[src/rtl/wb_pkg.sv]
// Shared types and constants for the Wishbone interconnect and related masters.
package wb_pkg;

    typedef enum logic {
        IC_IDLE = 1'b0,
        IC_BUSY = 1'b1
    } IcState;

    localparam logic [31:0] WB_ERR_DATA = 32'hDEADBEEF;

endpackage

[src/rtl/wb_watchdog.sv]
// Bus watchdog: counts run cycles since the last clear and flags when the
// count has reached TIMEOUT while still running.
module wb_watchdog
    import wb_pkg::*;
#(
    parameter int TIMEOUT = 255
) (
    input  logic clk,
    input  logic rst,
    input  logic clear,
    input  logic run,
    output logic expired
);

    localparam int              CW    = $clog2(TIMEOUT + 1);
    localparam logic [CW-1:0]   LIMIT = CW'(TIMEOUT);

    logic [CW-1:0] cnt_q, cnt_d;

    // Next count: clear wins, otherwise count up while running and saturate at LIMIT.
    always_comb begin
        cnt_d = cnt_q;
        if (clear)
            cnt_d = '0;
        else if (run && (cnt_q != LIMIT))
            cnt_d = cnt_q + 1'b1;
    end

    // Counter register.
    always_ff @(posedge clk or posedge rst) begin
        if (rst) cnt_q <= '0;
        else     cnt_q <= cnt_d;
    end

    assign expired = run && (cnt_q == LIMIT);

endmodule

[src/rtl/wb_interconnect.sv]
// Single-master, N-slave Wishbone B4 pipelined interconnect. One transaction
// outstanding at a time; a watchdog guarantees every request gets an ack.
module wb_interconnect
    import wb_pkg::*;
#(
    parameter int          NSLAVES   = 4,
    parameter int          SEL_LSB   = 8,
    parameter int          SEL_WIDTH = 2,
    parameter int          TIMEOUT   = 255,
    parameter logic [31:0] ERR_DATA  = WB_ERR_DATA
) (
    input  logic                    wb_clk_i,
    input  logic                    wb_rst_i,
    input  logic                    wbs_cyc_i,
    input  logic                    wbs_stb_i,
    input  logic                    wbs_we_i,
    input  logic [3:0]              wbs_sel_i,
    input  logic [15:0]             wbs_adr_i,
    input  logic [31:0]             wbs_dat_i,
    output logic [31:0]             wbs_dat_o,
    output logic                    wbs_stall_o,
    output logic                    wbs_ack_o,
    output logic [NSLAVES-1:0]      wbm_cyc_o,
    output logic [NSLAVES-1:0]      wbm_stb_o,
    output logic                    wbm_we_o,
    output logic [3:0]              wbm_sel_o,
    output logic [15:0]             wbm_adr_o,
    output logic [31:0]             wbm_dat_o,
    input  logic [32*NSLAVES-1:0]   wbm_dat_i,
    input  logic [NSLAVES-1:0]      wbm_stall_i,
    input  logic [NSLAVES-1:0]      wbm_ack_i
);

    IcState               state_q, state_d;
    logic [NSLAVES-1:0]   cyc_q, cyc_d;
    logic [NSLAVES-1:0]   stb_q, stb_d;
    logic                 we_q, we_d;
    logic [3:0]           sel_q, sel_d;
    logic [15:0]          adr_q, adr_d;
    logic [31:0]          dat_q, dat_d;
    logic                 ack_q, ack_d;
    logic [31:0]          rdata_q, rdata_d;

    logic [SEL_WIDTH-1:0] sel_idx;
    logic [NSLAVES-1:0]   dec;
    logic                 mapped;
    logic                 slv_ack, slv_stall;
    logic [31:0]          slv_dat;
    logic                 wd_clear, wd_run, wd_expired;

    assign sel_idx = wbs_adr_i[SEL_LSB +: SEL_WIDTH];

    // Address decode to one-hot slave select; an index past NSLAVES decodes to nothing.
    always_comb begin
        dec = '0;
        for (int k = 0; k < NSLAVES; k++)
            dec[k] = (int'(sel_idx) == k);
        mapped = |dec;
    end

    // Selected-slave response mux, keyed off the one-hot cyc register so
    // non-selected slaves can never leak ack/stall/data into the master.
    always_comb begin
        slv_dat = '0;
        for (int k = 0; k < NSLAVES; k++)
            if (cyc_q[k]) slv_dat = slv_dat | wbm_dat_i[32*k +: 32];
        slv_ack   = |(wbm_ack_i & cyc_q);
        slv_stall = |(wbm_stall_i & cyc_q);
    end

    // Next-state and output logic. In BUSY: abort beats ack, ack beats timeout.
    always_comb begin
        state_d  = state_q;
        cyc_d    = cyc_q;
        stb_d    = stb_q;
        we_d     = we_q;
        sel_d    = sel_q;
        adr_d    = adr_q;
        dat_d    = dat_q;
        ack_d    = 1'b0;
        rdata_d  = rdata_q;
        wd_clear = 1'b0;
        case (state_q)
            IC_IDLE: begin
                if (wbs_cyc_i && wbs_stb_i) begin
                    we_d  = wbs_we_i;
                    sel_d = wbs_sel_i;
                    adr_d = wbs_adr_i;
                    dat_d = wbs_dat_i;
                    if (mapped) begin
                        cyc_d    = dec;
                        stb_d    = dec;
                        wd_clear = 1'b1;
                        state_d  = IC_BUSY;
                    end else begin
                        ack_d   = 1'b1;
                        rdata_d = ERR_DATA;
                    end
                end
            end
            IC_BUSY: begin
                if (!wbs_cyc_i) begin
                    cyc_d   = '0;
                    stb_d   = '0;
                    state_d = IC_IDLE;
                end else if (slv_ack) begin
                    ack_d   = 1'b1;
                    rdata_d = slv_dat;
                    cyc_d   = '0;
                    stb_d   = '0;
                    state_d = IC_IDLE;
                end else if (wd_expired) begin
                    ack_d   = 1'b1;
                    rdata_d = ERR_DATA;
                    cyc_d   = '0;
                    stb_d   = '0;
                    state_d = IC_IDLE;
                end else if (!slv_stall) begin
                    stb_d = '0;
                end
            end
            default: state_d = IC_IDLE;
        endcase
    end

    // State and datapath registers.
    always_ff @(posedge wb_clk_i or posedge wb_rst_i) begin
        if (wb_rst_i) begin
            state_q <= IC_IDLE;
            cyc_q   <= '0;
            stb_q   <= '0;
            we_q    <= 1'b0;
            sel_q   <= '0;
            adr_q   <= '0;
            dat_q   <= '0;
            ack_q   <= 1'b0;
            rdata_q <= '0;
        end else begin
            state_q <= state_d;
            cyc_q   <= cyc_d;
            stb_q   <= stb_d;
            we_q    <= we_d;
            sel_q   <= sel_d;
            adr_q   <= adr_d;
            dat_q   <= dat_d;
            ack_q   <= ack_d;
            rdata_q <= rdata_d;
        end
    end

    assign wd_run = (state_q == IC_BUSY);

    wb_watchdog #(.TIMEOUT(TIMEOUT)) u_watchdog (
        .clk     (wb_clk_i),
        .rst     (wb_rst_i),
        .clear   (wd_clear),
        .run     (wd_run),
        .expired (wd_expired)
    );

    assign wbs_stall_o = (state_q != IC_IDLE);
    assign wbs_ack_o   = ack_q;
    assign wbs_dat_o   = rdata_q;
    assign wbm_cyc_o   = cyc_q;
    assign wbm_stb_o   = stb_q;
    assign wbm_we_o    = we_q;
    assign wbm_sel_o   = sel_q;
    assign wbm_adr_o   = adr_q;
    assign wbm_dat_o   = dat_q;

endmodule
[config.mk]
export PLATFORM = sky130hd
export DESIGN_NAME = wb_interconnect
export DESIGN_NICKNAME = d
export VERILOG_FILES = /design/src/rtl/wb_pkg.sv /design/src/rtl/wb_watchdog.sv /design/src/rtl/wb_interconnect.sv
export SDC_FILE = /design/constraint.sdc
export NUM_CORES = 1
export LEC_CHECK = 0
export CORE_MARGIN = 1
export CORE_UTILIZATION = 35
export CTS_BUF_LIST = sky130_fd_sc_hd__clkbuf_4
export DETAILED_ROUTE_END_ITERATION = 8
export PLACE_DENSITY = 0.86
export SKIP_LAST_GASP = 1
export SLEW_MARGIN = 20
export SYNTH_ARGS = -nofsm -noshare
export SYNTH_HDL_FRONTEND = slang
export SYNTH_SLANG_ARGS = --single-unit
[constraint.sdc]
create_clock -name wb_clk_i -period 3.2 [get_ports wb_clk_i]
set_input_delay 0.48 -clock wb_clk_i [delete_from_list [all_inputs] [get_ports wb_clk_i]]
set_output_delay 0.48 -clock wb_clk_i [all_outputs]
set_load 0.01 [all_outputs]
==> flow_summary.yaml <==
critical_path:
  cp.arrival_ns: 2.01
  cp_top_family: "flip-flops"
  reg2reg_to: "wbm_stb_o[0]"
  slowest_delay_ns: 0.89
  path_max_fanout: 22
  startpoint_type: "register"
  crit_path_top_delay_cell: "dfrtp_1"
  reg2reg_from: "wbm_cyc_o[1]"
  r2r_slack_ns: 1.01
  crit_path_start: "wbm_cyc_o[1]"
  crit_chain: "clkdlybuf4s50_1"
  cp.required_ns: 2.72
  reg2reg_depth: 4
  worst_setup_path_end_kind: "output port"
  crit_buf_inv: 1
  path_class: "reg2out"
power_and_ir_drop:
  pwr-share-clk_pct: 14.2
  combPwrFrac_pct: 41.8
  p_leak_nw: 3.38
  p_sw_mw: 1.42
  peakVddDrop_v: 0.000257
  seqPwrFrac_pct: 44.0
  intPower_mw: 2.92
  p_sw_share_pct: 32.7
  power.density_mw_per_mm2: 556
floorplanning:
  core_area_sq_mm: 0.0128
  initial_utilization_pct: 36.4
  die_w_um: 117
  chipHeight_um: 117
  ios: 288
  placementRows: 41
  fp.dieArea_sq_mm: 0.0138
min_path:
  min_from: "wbm_adr_o[11]"
  hold-path-endpoint: "wbm_adr_o[11]"
  hp-class: "reg2reg"
  whs_path_depth: 2
place:
  dp_hpwl_um: 13400
  portBuffers: 287
  postPlaceCellArea_sq_mm: 0.00768
  gp_congestion: 0.990
timing:
  slew_viol_final: 0
  relSlewSlack_pct: 46.4
  fin_tns_setup_ns: 0
  rsz0062_at_grt: "false"
  setup_viol: 0
  min_period_over_period_pct: 77.9
  tightest_slew_ns: 0.803
  post-route-min-period_ns: 2.49
  fin_skew_ns: 0.0191
  clock.fmax_ghz: 0.401
  final_hold_viol_count: 0
synthesis:
  syn_nets: 670
  yosys.area.top_type: "dfrtp_1"
  syn_avg_cell_area_sq_um: 9.80
  synth-seq-cells: 103
  synthTopCellsByArea: "dfrtp_1 55%, nand2_1 14%, a221oi_1 5.6%"
  synth_edf_count: 0
  synthesis.area_sq_mm: 0.00466
  syn_inst: 476
  yosysSeqAreaShare_pct: 55.3
  synthArstFlopShare_pct: 100
  yosysWarningCount: 0
  ys_types: 45
  synth_top_area_share_pct: 55.3
  yosys_most_used_dff: "dfrtp_1"
global_routing:
  grt_start_max_net_pins: 84
  grt_pass1_vias: 4982
  overflow: 0
  grt_usage_pct: 25.3
  grt_pass1_wl_um: 27200
  antenna_found_initial: 2
drt:
  route.detailed.drc: 0
  first_pass_iters: 5
  vias: 4799
  drt_wl_total_um: 17300
  wl_per_cell_um: 18.7
  initialDrtViolationCount: 246
  viasPerCell: 5.18
  ant_nets: 0
cells_and_area:
  nNetsFinal: 942
  drive_gt1_share_pct: 4.78
  seq_area_sq_mm: 0.00258
  nFillCells: 1071
  area_delta_synth_final_pct: 67.7
  multiInputGateArea_sq_mm: 0.00190
  fin_area_sq_mm: 0.00782
run_status:
  status: "completed"
clocking:
  cts_hold_buffers: 0
  numCtsBuffers: 9
  clk_pin_slew_ns: 0.16
  cts_setup_buffers: 0
  cts_resized: 0
  clock_path_buffers: 2
  cts_tree: "done"
  clk_latency_ns: 0.44
  h-tree-depth: 3
  root_buffer: "clkbuf_4"
  cts.sinks: 103
run:
  cap_violations: 0
power groups by stage:
stage	Combinational, mW	Sequential (mW)	Clock [mW]
after floorplan	0.544	2.03	0
after global placement	1.79	1.92	0
after detailed placement	1.83	1.93	0
after CTS	1.83	1.91	0.648
after global routing	1.93	1.95	0.699
final	1.82	1.91	0.619
kinds of logic (layout without fill, tap and decap cells):
logic type	after synthesis	after routing	synth area share, %
buffers and inverters	45	322	4.35
adders and majority gates	1	1	0.268
AOI/OAI and AO/OA	128	128	22.7
DFF	103	103	55.3
and+or+nand+nor	199	199	17.4
other	0	2	0
cell usage in the layout, fill, tap and decap left out, drive strengths merged, types with 2 or more instances in the layout:
cell           Yosys  final
nand2            173    173
inv               10     12
dfrtp            103    103
a2bb2oi           22     22
a22o              30     30
nor2               2      2
nand3              7      7
buf               13      9
o21ai             12     12
a221oi            30     30
nand4              3      3
a22oi              6      6
o2bb2ai            7      7
o31ai              2      2
clkdlybuf4s50      0    287
diode              0      2
clkinv             0      3
a21oi              8      8
or4                2      2
and2               2      2
or3                3      3
o21bai             2      2
clkbuf            22     10
metrics by stage:
stage          util (%)  cells  hold WS [ns]  setup slack [ns]  power [mW]
4_1_cts            60.9    925         0.502             0.662        4.39
3_5_place_dp       59.9    909         0.462             0.849        3.76
5_1_grt            61.0    927         0.502             0.570        4.58
6_report           61.0    927         0.500             0.708        4.35
3_3_place_gp       59.9    909         0.459             0.940        3.71
2_1_floorplan         -    476         0.465            0.0162        2.58
cell usage after synthesis, types with 4 or more instances:
library cell,number
a22oi_1,4
dfrtp_1,103
buf_2,7
a21oi_1,7
inv_1,9
o21ai_0,8
clkbuf_1,22
nand2_1,172
nand3_1,7
a2bb2oi_1,22
o2bb2ai_1,7
o21ai_1,4
a22o_1,30
a221oi_1,30
sequential cells by signal (all words and copies together), names as in the netlist:
signal	flops
wbm_dat_o	32
wbs_dat_o	32
wbm_adr_o	16
u_watchdog.cnt_q	8
wbm_cyc_o	4
wbm_sel_o	4
wbm_stb_o	4
wbm_we_o	1
wbs_ack_o	1
wbs_stall_o	1
how the worst max path moves through the flow:
stage / to / cells past startpoint / slack (ns)
2_1_floorplan: u_watchdog.cnt_q[0] / 1 / 0.02
3_3_place_gp: wbm_dat_o[24] / 5 / 0.94
3_5_place_dp: wbm_dat_o[31] / 5 / 0.85
4_1_cts: wbm_cyc_o[1] / 1 / 0.66
5_1_grt: wbm_cyc_o[1] / 1 / 0.57
6_report: wbm_cyc_o[1] / 1 / 0.71
cell type report:
| cell class | instances | share of cell area [%] |
|---|---|---|
| antenna | 2 | 0.0640 |
| timing repair buffer | 296 | 37.8 |
| tap | 172 | 2.75 |
| inverter | 10 | 0.576 |
| clock inverter | 6 | 0.688 |
| clock buffer | 10 | 0.960 |
| sequential | 103 | 33.0 |
| multi-input combinational | 328 | 24.2 |
metal layers:
layer / track usage, % / wire length, um
met2: 44.0 / 8660
met1: 29.3 / 6980
met3: 6.18 / 1170
met4: 11.4 / 537
met5: 0 / 0
No activity file was read; power rests on OpenSTA's default activity.
